## src/rtl/bitonic_sort_scheduler_pkg.sv

```systemverilog
// Shared FSM encodings and the pad-value helper used by the scheduler and its
// unload serializer.
package bitonic_sort_scheduler_pkg;

  localparam int MAX_DATA_WIDTH = 256;

  typedef enum logic {G_FILL, G_FULL} gather_state_t;
  typedef enum logic {S_IDLE, S_BUSY} sort_state_t;
  typedef enum logic {U_IDLE, U_DRAIN} unload_state_t;

  // Pad is the extreme value in the sort direction, so pads always land after real data.
  function automatic logic [MAX_DATA_WIDTH-1:0] pad_value(input int width, input bit is_signed,
                                                          input bit ascending);
    logic [MAX_DATA_WIDTH-1:0] v;
    v = '0;
    for (int i = 0; i < MAX_DATA_WIDTH; i++) begin
      if (i < width) v[i] = ascending;
    end
    if (is_signed) v[width-1] = ~v[width-1];
    return v;
  endfunction

endpackage

```

## src/rtl/bitonic_sort_scheduler_unload.sv

```systemverilog
// Holds one sorted job and hands its real elements out one per ready/valid
// transfer; pad slots beyond the recorded count are never presented.
module sort_unload_serializer #(
  parameter int LOG_INPUT_NUM = 4,
  parameter int DATA_WIDTH    = 8
) (
  input  logic                                    clk,
  input  logic                                    rst,
  input  logic                                    load,
  input  logic [DATA_WIDTH*(2**LOG_INPUT_NUM)-1:0] load_data,
  input  logic [LOG_INPUT_NUM:0]                  load_count,
  input  logic                                    out_ready,
  output logic                                    out_valid,
  output logic [DATA_WIDTH-1:0]                   out_data,
  output logic                                    out_last,
  output logic                                    draining
);
  import bitonic_sort_scheduler_pkg::*;

  localparam int N = 2**LOG_INPUT_NUM;
  localparam logic [LOG_INPUT_NUM-1:0] IDX_ONE = LOG_INPUT_NUM'(1);
  localparam logic [LOG_INPUT_NUM:0]   CNT_ONE = (LOG_INPUT_NUM+1)'(1);

  unload_state_t                 state_q, state_d;
  logic [LOG_INPUT_NUM-1:0]      idx_q, idx_d;
  logic [DATA_WIDTH*N-1:0]       buf_q, buf_d;
  logic [LOG_INPUT_NUM:0]        count_q, count_d;
  logic                          xfer;

  assign out_valid = (state_q == U_DRAIN);
  assign draining  = (state_q == U_DRAIN);
  assign out_last  = (state_q == U_DRAIN) && ({1'b0, idx_q} == (count_q - CNT_ONE));
  assign xfer      = out_valid && out_ready;

  always_comb begin
    out_data = '0;
    for (int k = 0; k < N; k++) begin
      if (idx_q == LOG_INPUT_NUM'(k)) out_data = buf_q[k*DATA_WIDTH +: DATA_WIDTH];
    end
  end

  // A load only arrives while idle, so it never competes with a drain transfer.
  always_comb begin
    state_d = state_q;
    idx_d   = idx_q;
    buf_d   = buf_q;
    count_d = count_q;
    if (load) begin
      state_d = U_DRAIN;
      idx_d   = '0;
      buf_d   = load_data;
      count_d = load_count;
    end else if (xfer) begin
      if (out_last) begin
        state_d = U_IDLE;
        idx_d   = '0;
      end else begin
        idx_d = idx_q + IDX_ONE;
      end
    end
  end

  always_ff @(posedge clk) begin
    if (rst) begin
      state_q <= U_IDLE;
      idx_q   <= '0;
    end else begin
      state_q <= state_d;
      idx_q   <= idx_d;
    end
  end

  always_ff @(posedge clk) begin
    buf_q   <= buf_d;
    count_q <= count_d;
  end

endmodule

```

## src/rtl/bitonic_sort_scheduler.sv

```systemverilog
// Gathers streamed elements into padded jobs, issues them to an external bitonic
// sorter and serializes the sorted result; the next job gathers while one is in flight.
module bitonic_sort_scheduler #(
  parameter int LOG_INPUT_NUM = 4,
  parameter int DATA_WIDTH    = 8,
  parameter int SIGNED        = 0,
  parameter int ASCENDING     = 1
) (
  input  logic                                    clk,
  input  logic                                    rst,
  input  logic                                    in_valid,
  output logic                                    in_ready,
  input  logic [DATA_WIDTH-1:0]                   in_data,
  input  logic                                    in_last,
  output logic                                    sort_x_valid,
  output logic [DATA_WIDTH*(2**LOG_INPUT_NUM)-1:0] sort_x,
  input  logic                                    sort_y_valid,
  input  logic [DATA_WIDTH*(2**LOG_INPUT_NUM)-1:0] sort_y,
  output logic                                    out_valid,
  input  logic                                    out_ready,
  output logic [DATA_WIDTH-1:0]                   out_data,
  output logic                                    out_last,
  output logic                                    busy,
  output logic                                    err_spurious
);
  import bitonic_sort_scheduler_pkg::*;

  localparam int N  = 2**LOG_INPUT_NUM;
  localparam int CW = LOG_INPUT_NUM + 1;
  localparam logic [LOG_INPUT_NUM-1:0]  IDX_ONE  = LOG_INPUT_NUM'(1);
  localparam logic [CW-1:0]             CNT_ONE  = CW'(1);
  localparam logic [MAX_DATA_WIDTH-1:0] PAD_FULL = pad_value(DATA_WIDTH, SIGNED != 0, ASCENDING != 0);
  localparam logic [DATA_WIDTH-1:0]     PAD      = PAD_FULL[DATA_WIDTH-1:0];

  gather_state_t            gather_q, gather_d;
  sort_state_t              sort_q, sort_d;
  logic [LOG_INPUT_NUM-1:0] cnt_q, cnt_d;
  logic [DATA_WIDTH*N-1:0]  gbuf_q, gbuf_d;
  logic [CW-1:0]            job_count_q, job_count_d;
  logic [CW-1:0]            flight_count_q, flight_count_d;
  logic                     err_q, err_d;
  logic                     unload_busy;
  logic                     in_xfer;
  logic                     issue;
  logic                     complete;

  assign in_ready     = (gather_q == G_FILL);
  assign in_xfer      = in_valid && in_ready;
  // Unload state is the registered one, so an issue lands the cycle after the final drain.
  assign issue        = (gather_q == G_FULL) && (sort_q == S_IDLE) && !unload_busy;
  assign complete     = (sort_q == S_BUSY) && sort_y_valid;
  assign sort_x_valid = issue;
  assign sort_x       = gbuf_q;
  assign err_spurious = err_q;
  assign busy         = (gather_q != G_FILL) || (cnt_q != '0) || (sort_q == S_BUSY) || unload_busy;

  always_comb begin
    gather_d       = gather_q;
    sort_d         = sort_q;
    cnt_d          = cnt_q;
    gbuf_d         = gbuf_q;
    job_count_d    = job_count_q;
    flight_count_d = flight_count_q;
    err_d          = err_q;
    if (in_xfer) begin
      for (int k = 0; k < N; k++) begin
        if (cnt_q == LOG_INPUT_NUM'(k)) begin
          gbuf_d[k*DATA_WIDTH +: DATA_WIDTH] = in_data;
        end else if (in_last && (LOG_INPUT_NUM'(k) > cnt_q)) begin
          gbuf_d[k*DATA_WIDTH +: DATA_WIDTH] = PAD;
        end
      end
      cnt_d       = cnt_q + IDX_ONE;
      job_count_d = {1'b0, cnt_q} + CNT_ONE;
      if ((&cnt_q) || in_last) gather_d = G_FULL;
    end
    if (issue) begin
      gather_d       = G_FILL;
      cnt_d          = '0;
      sort_d         = S_BUSY;
      flight_count_d = job_count_q;
    end
    if (complete) sort_d = S_IDLE;
    if (sort_y_valid && (sort_q == S_IDLE)) err_d = 1'b1;
  end

  always_ff @(posedge clk) begin
    if (rst) begin
      gather_q <= G_FILL;
      sort_q   <= S_IDLE;
      cnt_q    <= '0;
      err_q    <= 1'b0;
    end else begin
      gather_q <= gather_d;
      sort_q   <= sort_d;
      cnt_q    <= cnt_d;
      err_q    <= err_d;
    end
  end

  always_ff @(posedge clk) begin
    gbuf_q         <= gbuf_d;
    job_count_q    <= job_count_d;
    flight_count_q <= flight_count_d;
  end

  sort_unload_serializer #(
    .LOG_INPUT_NUM (LOG_INPUT_NUM),
    .DATA_WIDTH    (DATA_WIDTH)
  ) u_unload (
    .clk        (clk),
    .rst        (rst),
    .load       (complete),
    .load_data  (sort_y),
    .load_count (flight_count_q),
    .out_ready  (out_ready),
    .out_valid  (out_valid),
    .out_data   (out_data),
    .out_last   (out_last),
    .draining   (unload_busy)
  );

endmodule
```

## config.mk

```make
export PLATFORM = sky130hd
export DESIGN_NAME = bitonic_sort_scheduler
export DESIGN_NICKNAME = d
export VERILOG_FILES = /design/src/rtl/bitonic_sort_scheduler_pkg.sv /design/src/rtl/bitonic_sort_scheduler_unload.sv /design/src/rtl/bitonic_sort_scheduler.sv
export SDC_FILE = /design/constraint.sdc
export NUM_CORES = 1
export LEC_CHECK = 0
export CORE_UTILIZATION = 53
export CTS_CLUSTER_DIAMETER = 200
export DETAILED_ROUTE_END_ITERATION = 10
export PLACE_DENSITY = 0.85
export SKIP_CTS_REPAIR_TIMING = 1
export SLEW_MARGIN = 20
export SYNTH_ARGS = -nofsm -noshare
export SYNTH_HDL_FRONTEND = slang
export SYNTH_SLANG_ARGS = --single-unit
```

## constraint.sdc

```tcl
create_clock -name clk -period 7.3 [get_ports clk]
set_input_delay 1.095 -clock clk [delete_from_list [all_inputs] [get_ports clk]]
set_output_delay 1.095 -clock clk [all_outputs]
set_load 0.005 [all_outputs]
```

Yosys cells after proc, flatten, opt, wreduce, memory -nomap -nowiden
Index checks and enable logic that the tools add are counted.

Output and inout port bits: 142. Memories kept: 0. Register bits: 283. Logic and storage cells: 201. Memory bits (writable): 0. Latch bits: 0. Memory bits (read-only): 0.

$mul: 0. Bitwise operators: 2. Add/subtract/negate cells: 4. Shift operators: 0. Magnitude comparators: 16. Divide/modulo/power cells: 0. Muxes and demuxes: 52. Reduce and logical (&&, ||, !) cells: 70. Equality and inequality tests: 31.

Operator list (number): $mux W8 (48); $eq A4 B4 Y1 const B (16); $reduce_and A2 Y1 (18); $reduce_bool A2 Y1 (18); $eq A4 B3 Y1 const B (8); $gt A4 B4 Y1 const A (8); $logic_and A1 B1 Y1 (23); $eq A4 B2 Y1 const B (4); $gt A3 B4 Y1 const A (4); $add A4 B1 Y4 const B (2); $eq A4 B1 Y1 const B (2); $gt A1 B4 Y1 const A (2); $gt A2 B4 Y1 const A (2); $logic_not A4 Y1 (2); $add A4 B1 Y5 const B (1); $eq A4 B5 Y1 (1); $sub A5 B1 Y5 const B (1); $logic_or A1 B1 Y1 (4); $mux W4 (1); $reduce_and A4 Y1 (1); $reduce_bool A4 Y1 (1); $reduce_or A2 Y1 (2); $mux W1 (3); $not A1 Y1 (2); $logic_not A1 Y1 (1).

Depth between registers and ports, before layout
Gate-level depths: netlist of the first run.

Depth after elaboration: 17. Depth in mapped cells: 10. Mapped depth without buffers: 7.

Hierarchy
A second synthesis of the first run with hierarchy kept.

Cell total of the unflattened synthesis: 774. Area, all modules: 11523.6 um^2.

Modules (own cells, without submodules): sort_unload_serializer (instances 1, area each 5815.6 um^2, cells an instance 387); bitonic_sort_scheduler (instances 1, area each 5708.0 um^2, cells an instance 387).

Least setup slack after synthesis of the first run
No wires, ideal clock.

Path kind: input to register. From: input sort_y_valid. To: register u_unload.buf_q[0], enable pin. Buffers on the path: 0. Slack: 3060 ps. Required time: 6814 ps. Arrival: 3754 ps. Cell stages on the path: 2. Cells stage by stage: nand2_1 -> inv_1.

Word-level cells in the longest chain between the ends: 1.

Ends and longest elaborated chain: from (decl) (RTL line bitonic_sort_scheduler.sv:17) `input logic sort_y_valid,`; $logic_and A1 B1 Y1 (RTL line bitonic_sort_scheduler.sv:51) `assign complete = (sort_q == S_BUSY) && sort_y_valid;`; net complete (RTL line bitonic_sort_scheduler.sv:45) `logic complete;`; to (signal assigned) (RTL line bitonic_sort_scheduler_unload.sv:74) `buf_q <= buf_d;`; to (decl) (RTL line bitonic_sort_scheduler_unload.sv:26) `logic [DATA_WIDTH*N-1:0] buf_q, buf_d;`.

The timed path passes the listed nets, and every way through them passes these cells. A chain may end at the register's enable or synchronous reset.

Worst setup path after layout of the first run
From: register u_unload.idx_q[0]. To: output out_data[2].

Word-level cells in the longest chain between the ends: 17. Elaborated cells on any way between the ends: 32. Classes of those cells: eq/ne: 15; mux: 16; reduce/logical: 1.

Ends and longest elaborated chain: from (decl) (RTL line bitonic_sort_scheduler_unload.sv:25) `logic [LOG_INPUT_NUM-1:0] idx_q, idx_d;`; from (signal assigned) (RTL line bitonic_sort_scheduler_unload.sv:69) `idx_q <= idx_d;`; $logic_not A4 Y1 (RTL line bitonic_sort_scheduler_unload.sv:38) `if (idx_q == LOG_INPUT_NUM'(k)) out_data = buf_q[k*DATA_WIDTH +: DATA_WIDTH];`; $mux W8 (15 in a row) (RTL line bitonic_sort_scheduler_unload.sv:38); $mux W8 (*) (RTL line bitonic_sort_scheduler_unload.sv:38); to (decl) (RTL line bitonic_sort_scheduler.sv:21) `output logic [DATA_WIDTH-1:0] out_data,`.

Mark *: on every way between the ends. The rest lies on a longest branch, timed or not.

==> impl_metrics.yaml, run 1 <==
clock_tree:
  clk_root_buffer_cell: "clkbuf_16"
  cts.sinks: 283
  htree_levels: 1
  clk_latency_ns: 0.56
  clk_pin_slew_worst_paths_ns: 0.06
  tritoncts: "built"
  clk_path_buf_depth: 3
  cts_buffers: 29
route:
  drt-initial-drc-count: 640
  drc: 0
  wl_per_cell_um: 23.1
  dr_total_vias: 7991
  vias_per_cell: 5.73
  drtPass1Iterations: 7
  wl_um: 32200
  ant_nets: 0
sta:
  tightest_slew_ns: 1.06
  finalClockSkew_ns: 0.00968
  fin_crit_ns: 4.95
  fmax_ghz: 0.202
  finalHoldViolations: 0
  fin_crit_sh: 0.678
  slew_headroom: 0.296
  setup_tns_ns: 0
  setup_violations: 0
  drv_slew: 0
  rsz0062_at_grt: "no"
finish:
  area_delta_synth_final_pct: 34.3
  drive_gt1_frac: 0.124
  final_area_mm2: 0.0155
  final_common_cell: "clkdlybuf4s50_1"
  utilization: 0.732
  final_cell_mix: "clkdlybuf4s50_1 (283), edfxtp_1 (271), or2_2 (81), nand2_1 (48), nand2b_1 (45)"
  fin_nets: 1244
die:
  core_mm2: 0.0212
  die_h_um: 149
  io_pins: 284
  die_area_mm2: 0.0223
  rows: 53
  die_w_um: 149
  floorplan.initialDensity: 0.545
setup_path:
  cp-start-kind: "flop"
  r2r_slack_ns: 4.69
  crit_required_ns: 6.20
  r2r_cells: 3
  crit_start: "u_unload.idx_q[0]"
  arrival_ns: 3.86
  timing.rr.start: "cnt_q[2]"
  timing.setup.critical_path_class: "flop to output port"
  critPathCapture: "out_data[2]"
  crit_path_max_fanout: 24
  cp-end-kind: "output port"
  r2r_end: "sort_x[32]"
job:
  drv_cap: 0
grt:
  first_global_vias: 7996
  grtUsageTotal: 0.284
  grt_pass1_wl_um: 46400
  grt_max_degree: 85
  gr-total-overflow: 0
  antenna_found_initial: 3
synth:
  ys_seq_area_frac: 0.727
  synth_area_leaders: "edfxtp_1 (71%), or2_2 (4.4%), nand2b_1 (2.4%), dfxtp_1 (2.1%), a21oi_1 (1.8%)"
  synth_cell_types: 59
  synth_nets: 968
  netlist_area_mm2: 0.0115
  synth-edff-count: 271
  synth_warnings: 0
  avgSynthCellArea_um2: 14.1
  synthArstFlopShare: 0
  synth_top_area_share: 0.706
  syn_inst: 818
  yosys_most_used_dff: "edfxtp_1"
  yosysTopAreaCell: "edfxtp_1"
  ys_ff_latch: 283
power:
  p_leak_nw: 4.78
  ir_drop_mv: 0.251
  power.density_mw_per_mm2: 228
placed_design:
  port_buffers: 283
  postPlaceCellArea_mm2: 0.0145
  gp_congestion: 0.891
  dpl.hpwl_um: 22300
outcome:
  outcome: "finished clean"
worst_hold_path:
  hold_path_class: "flop to flop"
## logic make-up after synthesis
logic type	Yosys count	synth area share
AND/OR/NAND/NOR	281	0.133
AO/OA/AOI/OAI	161	0.0941
flip-flops	283	0.727
multiplexers	1	0.000868
buffers and inverters	75	0.0300
XOR/XNOR	9	0.00684
adder cells (fa/ha/maj)	8	0.00868
## metrics by stage
step / power, mW / std cells / setup slack, ns / hold WS, ns
2_1_floorplan: 1.97 / 818 / 3.06 / 0.400
3_3_place_gp: 2.14 / 1338 / 2.73 / 0.403
3_5_place_dp: 2.14 / 1338 / 2.57 / 0.407
4_1_cts: 3.55 / 1392 / 1.94 / 0.422
5_1_grt: 3.62 / 1394 / 2.15 / 0.428
6_report: 3.53 / 1395 / 2.35 / 0.422
## where the power goes
group,internal [mW],switching (mW),total [mW]
Sequential,1.83,0.0191,1.85
Combinational,0.131,0.128,0.259
Clock,0.822,0.596,1.42
## sequential cells by signal, indices dropped and copies added, names as in the netlist
signal	cells
sort_q	1
job_count_q	5
sort_x	128
u_unload.idx_q	4
err_spurious	1
cnt_q	4
gather_q	1
u_unload.draining	1
u_unload.count_q	5
u_unload.buf_q	128
flight_count_q	5
## worst min path at each step
stage | from | to | slack (ns) | cells after the start
6_report | job_count_q[3] | flight_count_q[3] | 0.42 | 0
5_1_grt | job_count_q[2] | flight_count_q[2] | 0.43 | 0
2_1_floorplan | job_count_q[0] | flight_count_q[0] | 0.40 | 0
3_5_place_dp | job_count_q[2] | flight_count_q[2] | 0.41 | 0
4_1_cts | job_count_q[2] | flight_count_q[2] | 0.42 | 0
3_3_place_gp | flight_count_q[1] | u_unload.count_q[1] | 0.40 | 0
## per-layer routing
| layer | part of all wire | wire [µm] | up-vias | GRT usage |
|---|---|---|---|---|
| li1 | - | - | 3599 | - |
| met1 | 0.37 | 11800 | 3906 | 0.333 |
| met2 | 0.48 | 15600 | 420 | 0.479 |
| met3 | 0.12 | 3880 | 64 | 0.106 |
| met4 | 0.029 | 935 | 2 | 0.0954 |
| met5 | 0.00040 | 13 | - | 0 |
## final cells by class
cell class | count | area [µm²]
Sequential cell | 283 | 8380
Fill cell | 1345 | 5680
Timing Repair Buffer | 293 | 2910
Multi-Input combinational cell | 460 | 2820
Clock buffer | 45 | 836
Tap cell | 275 | 344
Inverter | 27 | 104
Clock inverter | 9 | 82.6
Antenna cell | 3 | 7.51
## cell usage after synthesis (10+ instances only)
cell,count
edfxtp_1,271
or2_2,81
nand2_1,48
nand2b_1,45
a21oi_1,42
nor2_1,39
o21ai_0,32
inv_1,27
buf_2,23
nand3_1,19
a221oi_1,17
clkbuf_1,17
a22oi_1,14
nor3_1,13
dfxtp_1,12
o22ai_1,12
o221ai_1,10
or3_1,10
## worst max-delay path, cell delays in order (launching register included)
cell and delay [ns]:
dfxtp_1 0.36, ha_1 0.46, buf_4 0.33, nor2b_2 0.65
a22oi_1 0.13, o21ai_0 0.27, a221oi_1 0.13, a22oi_1 0.37
clkdlybuf4s50_1 0.58
Power figures use the tool's default switching activity.
==> run 2: changes to the inputs <==
--- a/config.mk
+++ b/config.mk
@@ -5,10 +5,10 @@
 export SDC_FILE = /design/constraint.sdc
 export NUM_CORES = 1
 export LEC_CHECK = 0
-export CORE_UTILIZATION = 53
+export CORE_UTILIZATION = 45
 export CTS_CLUSTER_DIAMETER = 200
 export DETAILED_ROUTE_END_ITERATION = 10
-export PLACE_DENSITY = 0.85
+export PLACE_DENSITY = 0.77
 export SKIP_CTS_REPAIR_TIMING = 1
 export SLEW_MARGIN = 20
 export SYNTH_ARGS = -nofsm -noshare
==> constraint.sdc (replaced) <==
create_clock -name clk -period 4.2 [get_ports clk]
set_input_delay 0.63 -clock clk [delete_from_list [all_inputs] [get_ports clk]]
set_output_delay 0.63 -clock clk [all_outputs]
set_load 0.005 [all_outputs]
==> run 2 against run 1 <==
Global-route usage shrank 4.3 points. Combinational power grew 71%. Critical endpoint is now out_data[1]. Wire length down 0.83%. Largest power group unchanged. Sequential share of layout area fell by 0.87 points. Hold slack worse by 0.0045 ns. First-iteration DRC count grew 21%. Power up 79%. Via count about the same. Sequential cell count unchanged. Count of clock-buffer cells in the layout shrank 10. Critical path depth increased by 1. Die area increased by 18%.
==> impl_metrics.yaml, run 2 (synthesis gave the netlist of run 1 again) <==
outcome:
  outcome: "finished clean"
power:
  power.density_mw_per_mm2: 401
  p_leak_nw: 4.89
  ir_drop_mv: 0.399
placed_design:
  postPlaceCellArea_mm2: 0.0147
  port_buffers: 283
  gp_congestion: 0.922
  dpl.hpwl_um: 22400
die:
  floorplan.initialDensity: 0.458
  core_mm2: 0.0252
  die_area_mm2: 0.0263
  rows: 58
  die_w_um: 162
  io_pins: 284
  die_h_um: 162
clock_tree:
  htree_levels: 1
  tritoncts: "built"
  cts.sinks: 283
  clk_latency_ns: 0.55
  clk_root_buffer_cell: "clkbuf_16"
  cts_buffers: 30
  clk_pin_slew_worst_paths_ns: 0.06
  clk_path_buf_depth: 3
finish:
  fin_nets: 1257
  drive_gt1_frac: 0.145
  area_delta_synth_final_pct: 36.5
  final_common_cell: "clkdlybuf4s50_1"
  final_area_mm2: 0.0157
  final_cell_mix: "clkdlybuf4s50_1 (283), edfxtp_1 (271), or2_2 (81), nand2_1 (48), nand2b_1 (45)"
  multi_input_area_mm2: 0.00282
  fill_cells: 1882
  seqCellArea_mm2: 0.00838
grt:
  grt_pass1_wl_um: 47100
  grt_max_degree: 54
  antenna_found_initial: 6
  first_global_vias: 8066
  grtUsageTotal: 0.241
  gr-total-overflow: 0
setup_path:
  crit_buf_inv: 3
  crit_path_max_fanout: 15
  cp-end-kind: "output port"
  arrival_ns: 3.41
  cp-start-kind: "flop"
  critPathSlowestCell: "clkdlybuf4s50_1"
  r2r_slack_ns: 1.83
  crit_chain: "inv_1, ha_2, buf_4, nand2b_1, o22ai_1, o21ai_0, mux2i_1, a22oi_1, clkdlybuf4s50_1"
  critPathTopFamily: "buffers and inverters"
  max_stage_delay_ns: 0.57
  timing.setup.critical_path_class: "flop to output port"
  crit_required_ns: 3.57
sta:
  fin_crit_ns: 4.04
  tightest_slew_ns: 0.929
  setup_tns_ns: 0
  slew_headroom: 0.381
  finalClockSkew_ns: 0.00629
  fmax_ghz: 0.247
  setup_violations: 0
  fin_crit_sh: 0.962
  finalHoldViolations: 0
  rsz0062_at_grt: "no"
  drv_slew: 0
route:
  ant_nets: 0
  wl_per_cell_um: 21.8
  vias_per_cell: 5.46
  wl_um: 31900
  dr_total_vias: 7993
  drt-initial-drc-count: 774
  drc: 0
  drtPass1Iterations: 5
worst_hold_path:
  hold_path_class: "flop to flop"
job:
  drv_cap: 0
-- run 2: cell count changes in the layout (fill, tap and decap cells not counted), sizes merged --
cell      delta
buf         +12
clkbuf      -10
clkinv       +5
bufinv       +3
clkinvlp     +3
-- run 2: final timing paths --
| kind | start | endpoint | depth (start not counted) |
|---|---|---|---|
| worst min register to register | job_count_q[3] | flight_count_q[3] | 0 |
| worst min-delay path | job_count_q[3] | flight_count_q[3] | 0 |
| worst max-delay path | u_unload.idx_q[0] | out_data[1] | 9 |
| worst max register to register | cnt_q[1] | sort_x[125] | 3 |
-- run 2: cell type report --
type	count	area share
Sequential cell	283	0.533
Timing Repair Buffer	305	0.191
Multi-Input combinational cell	460	0.179
Clock buffer	35	0.0489
Tap cell	330	0.0262
Clock inverter	20	0.0144
Inverter	27	0.00684
Antenna cell	3	0.000477
-- run 2: routing by layer --
metal	share of wire	global-route usage
met2	0.49	0.414
met1	0.35	0.278
met5	0.0016	0
met3	0.13	0.0950
met4	0.027	0.0673
-- run 2: where the power goes --
| group | internal, mW | total [mW] | switching, mW | leakage, nW |
|---|---|---|---|---|
| registers | 3.18 | 3.22 | 0.0355 | 2.27 |
| logic | 0.232 | 0.443 | 0.211 | 2.13 |
| clock network | 1.56 | 2.65 | 1.09 | 0.489 |
-- run 2: stage by stage --
| stage | power [mW] | utilization | instances | hold slack (ns) | setup slack, ns |
|---|---|---|---|---|---|
| 4_1_cts | 6.36 | 0.623 | 1457 | 0.420 | 0.0590 |
| 6_report | 6.31 | 0.625 | 1463 | 0.417 | 0.158 |
| 3_5_place_dp | 3.72 | 0.583 | 1402 | 0.406 | 0.653 |
| 5_1_grt | 6.50 | 0.624 | 1460 | 0.424 | 0.0165 |
| 2_1_floorplan | 3.43 | - | 818 | 0.400 | 0.425 |
| 3_3_place_gp | 3.71 | 0.583 | 1402 | 0.400 | 0.732 |
==> run 3: changes to the inputs <==
--- a/config.mk
+++ b/config.mk
@@ -9,6 +9,7 @@
 export CTS_CLUSTER_DIAMETER = 200
 export DETAILED_ROUTE_END_ITERATION = 10
 export PLACE_DENSITY = 0.77
+export SETUP_SLACK_MARGIN = 0.2
 export SKIP_CTS_REPAIR_TIMING = 1
 export SLEW_MARGIN = 20
 export SYNTH_ARGS = -nofsm -noshare
==> run 3 against run 2 <==
Hold slack hardly changed. Die area stayed put. Critical path depth stayed put. Non-clock buffer count stayed put. Utilization is 0.13 points higher. Wire length is 0.23% higher. Sequential cell count stayed put. Design area is 0.21% higher. Clock power hardly changed. Critical path type unchanged. Largest power group unchanged.
==> impl_metrics.yaml, run 3 (synthesis gave the netlist of run 1 again) <==
outcome:
  outcome: "finished clean"
power:
  ir_drop_mv: 0.396
  p_total_mw: 6.32
  power.density_mw_per_mm2: 401
  p_leak_nw: 4.90
clock_tree:
  htree_levels: 1
  tritoncts: "built"
  clk_pin_slew_worst_paths_ns: 0.06
  clk_latency_ns: 0.55
  clk_path_buf_depth: 3
  cts.sinks: 283
  cts_buffers: 30
  clk_root_buffer_cell: "clkbuf_16"
grt:
  antenna_found_initial: 6
  gr-total-overflow: 0
  grt_pass1_wl_um: 47100
  first_global_vias: 8066
  grtUsageTotal: 0.241
  grt_max_degree: 54
finish:
  fin_nets: 1257
  final_common_cell: "clkdlybuf4s50_1"
  drive_gt1_frac: 0.150
  area_delta_synth_final_pct: 36.8
  final_cell_mix: "clkdlybuf4s50_1 (283), edfxtp_1 (271), or2_2 (81), nand2_1 (48), nand2b_1 (45)"
  final_area_mm2: 0.0158
  utilization: 0.626
sta:
  tightest_slew_ns: 0.918
  slew_headroom: 0.388
  rsz0062_at_grt: "yes"
  fin_crit_ns: 3.86
  fin_crit_sh: 0.918
  setup_tns_ns: 0
  setup_violations: 0
  finalHoldViolations: 0
  fmax_ghz: 0.259
  holdWs_ns: 0.417
  drv_slew: 0
  finalClockSkew_ns: 0.00888
route:
  drt-initial-drc-count: 721
  drc: 0
  ant_nets: 0
  wl_per_cell_um: 21.9
  wl_um: 32000
  vias_per_cell: 5.48
  drtPass1Iterations: 6
  dr_total_vias: 8028
setup_path:
  crit_required_ns: 3.57
  max_stage_delay_ns: 0.47
  crit_path_max_fanout: 45
  crit_chain: "ha_1, buf_6, clkinvlp_4, buf_4, o21a_1, a32oi_1, nand3_1, o2bb2ai_1, clkdlybuf4s50_1"
  critPathSlowestCell: "dfxtp_1"
  cp-start-kind: "flop"
  critPathTopFamily: "buffers and inverters"
  cp-end-kind: "output port"
  crit_buf_inv: 4
  arrival_ns: 3.23
  timing.setup.critical_path_class: "flop to output port"
worst_hold_path:
  hold_path_class: "flop to flop"
die:
  rows: 58
  die_h_um: 162
  die_area_mm2: 0.0263
  floorplan.initialDensity: 0.458
  io_pins: 284
  core_mm2: 0.0252
  die_w_um: 162
placed_design:
  dpl.hpwl_um: 22400
  gp_congestion: 0.922
  port_buffers: 283
  postPlaceCellArea_mm2: 0.0147
job:
  drv_cap: 0
## run 3: cell count changes in the layout (fill, tap and decap cells not counted), sizes merged
cell,change
diode,+1
clkinvlp,+1
inv,-1
## run 3: worst register-to-register path, stage by stage, from the launching register on
cell	delay, ns
dfxtp_1	0.52
ha_1	0.42
nand3_1	0.35
a21oi_1	0.71
## run 3: final cells by class
type                            instances  area (µm²)
Clock buffer                           35         769
Clock inverter                         20         226
Inverter                               27         111
Antenna cell                            4        10.0
Multi-Input combinational cell        460        2840
Fill cell                            1879        9420
Tap cell                              330         413
Sequential cell                       283        8380
Timing Repair Buffer                  305        3010
## run 3: metrics by stage
| stage | std cells | setup WS, ns |
|---|---|---|
| CTS | 1457 | 0.0590 |
| global placement | 1402 | 0.732 |
| global route | 1460 | 0.183 |
| finish | 1464 | 0.344 |
| floorplan | 818 | 0.425 |
| detailed placement | 1402 | 0.653 |
## run 3: layer usage
metal,GRT usage,wire length (µm)
met5,0,57
met2,0.414,15700
met4,0.0673,880
met1,0.278,11400
met3,0.0950,4020
## run 3: power by group
part,internal [mW],switching [mW]
sequential,3.18,0.0357
combinational,0.232,0.212
clock,1.56,1.09
## run 3: path summary, 6_finish.rpt
kind / start / slack, ns / to / cells past startpoint
worst max register to register: cnt_q[1] / 1.84 / sort_x[125] / 3
worst min register to register: job_count_q[3] / 0.42 / flight_count_q[3] / 0
worst max-delay path: u_unload.idx_q[1] / 0.34 / out_data[0] / 9
worst min-delay path: job_count_q[3] / 0.42 / flight_count_q[3] / 0
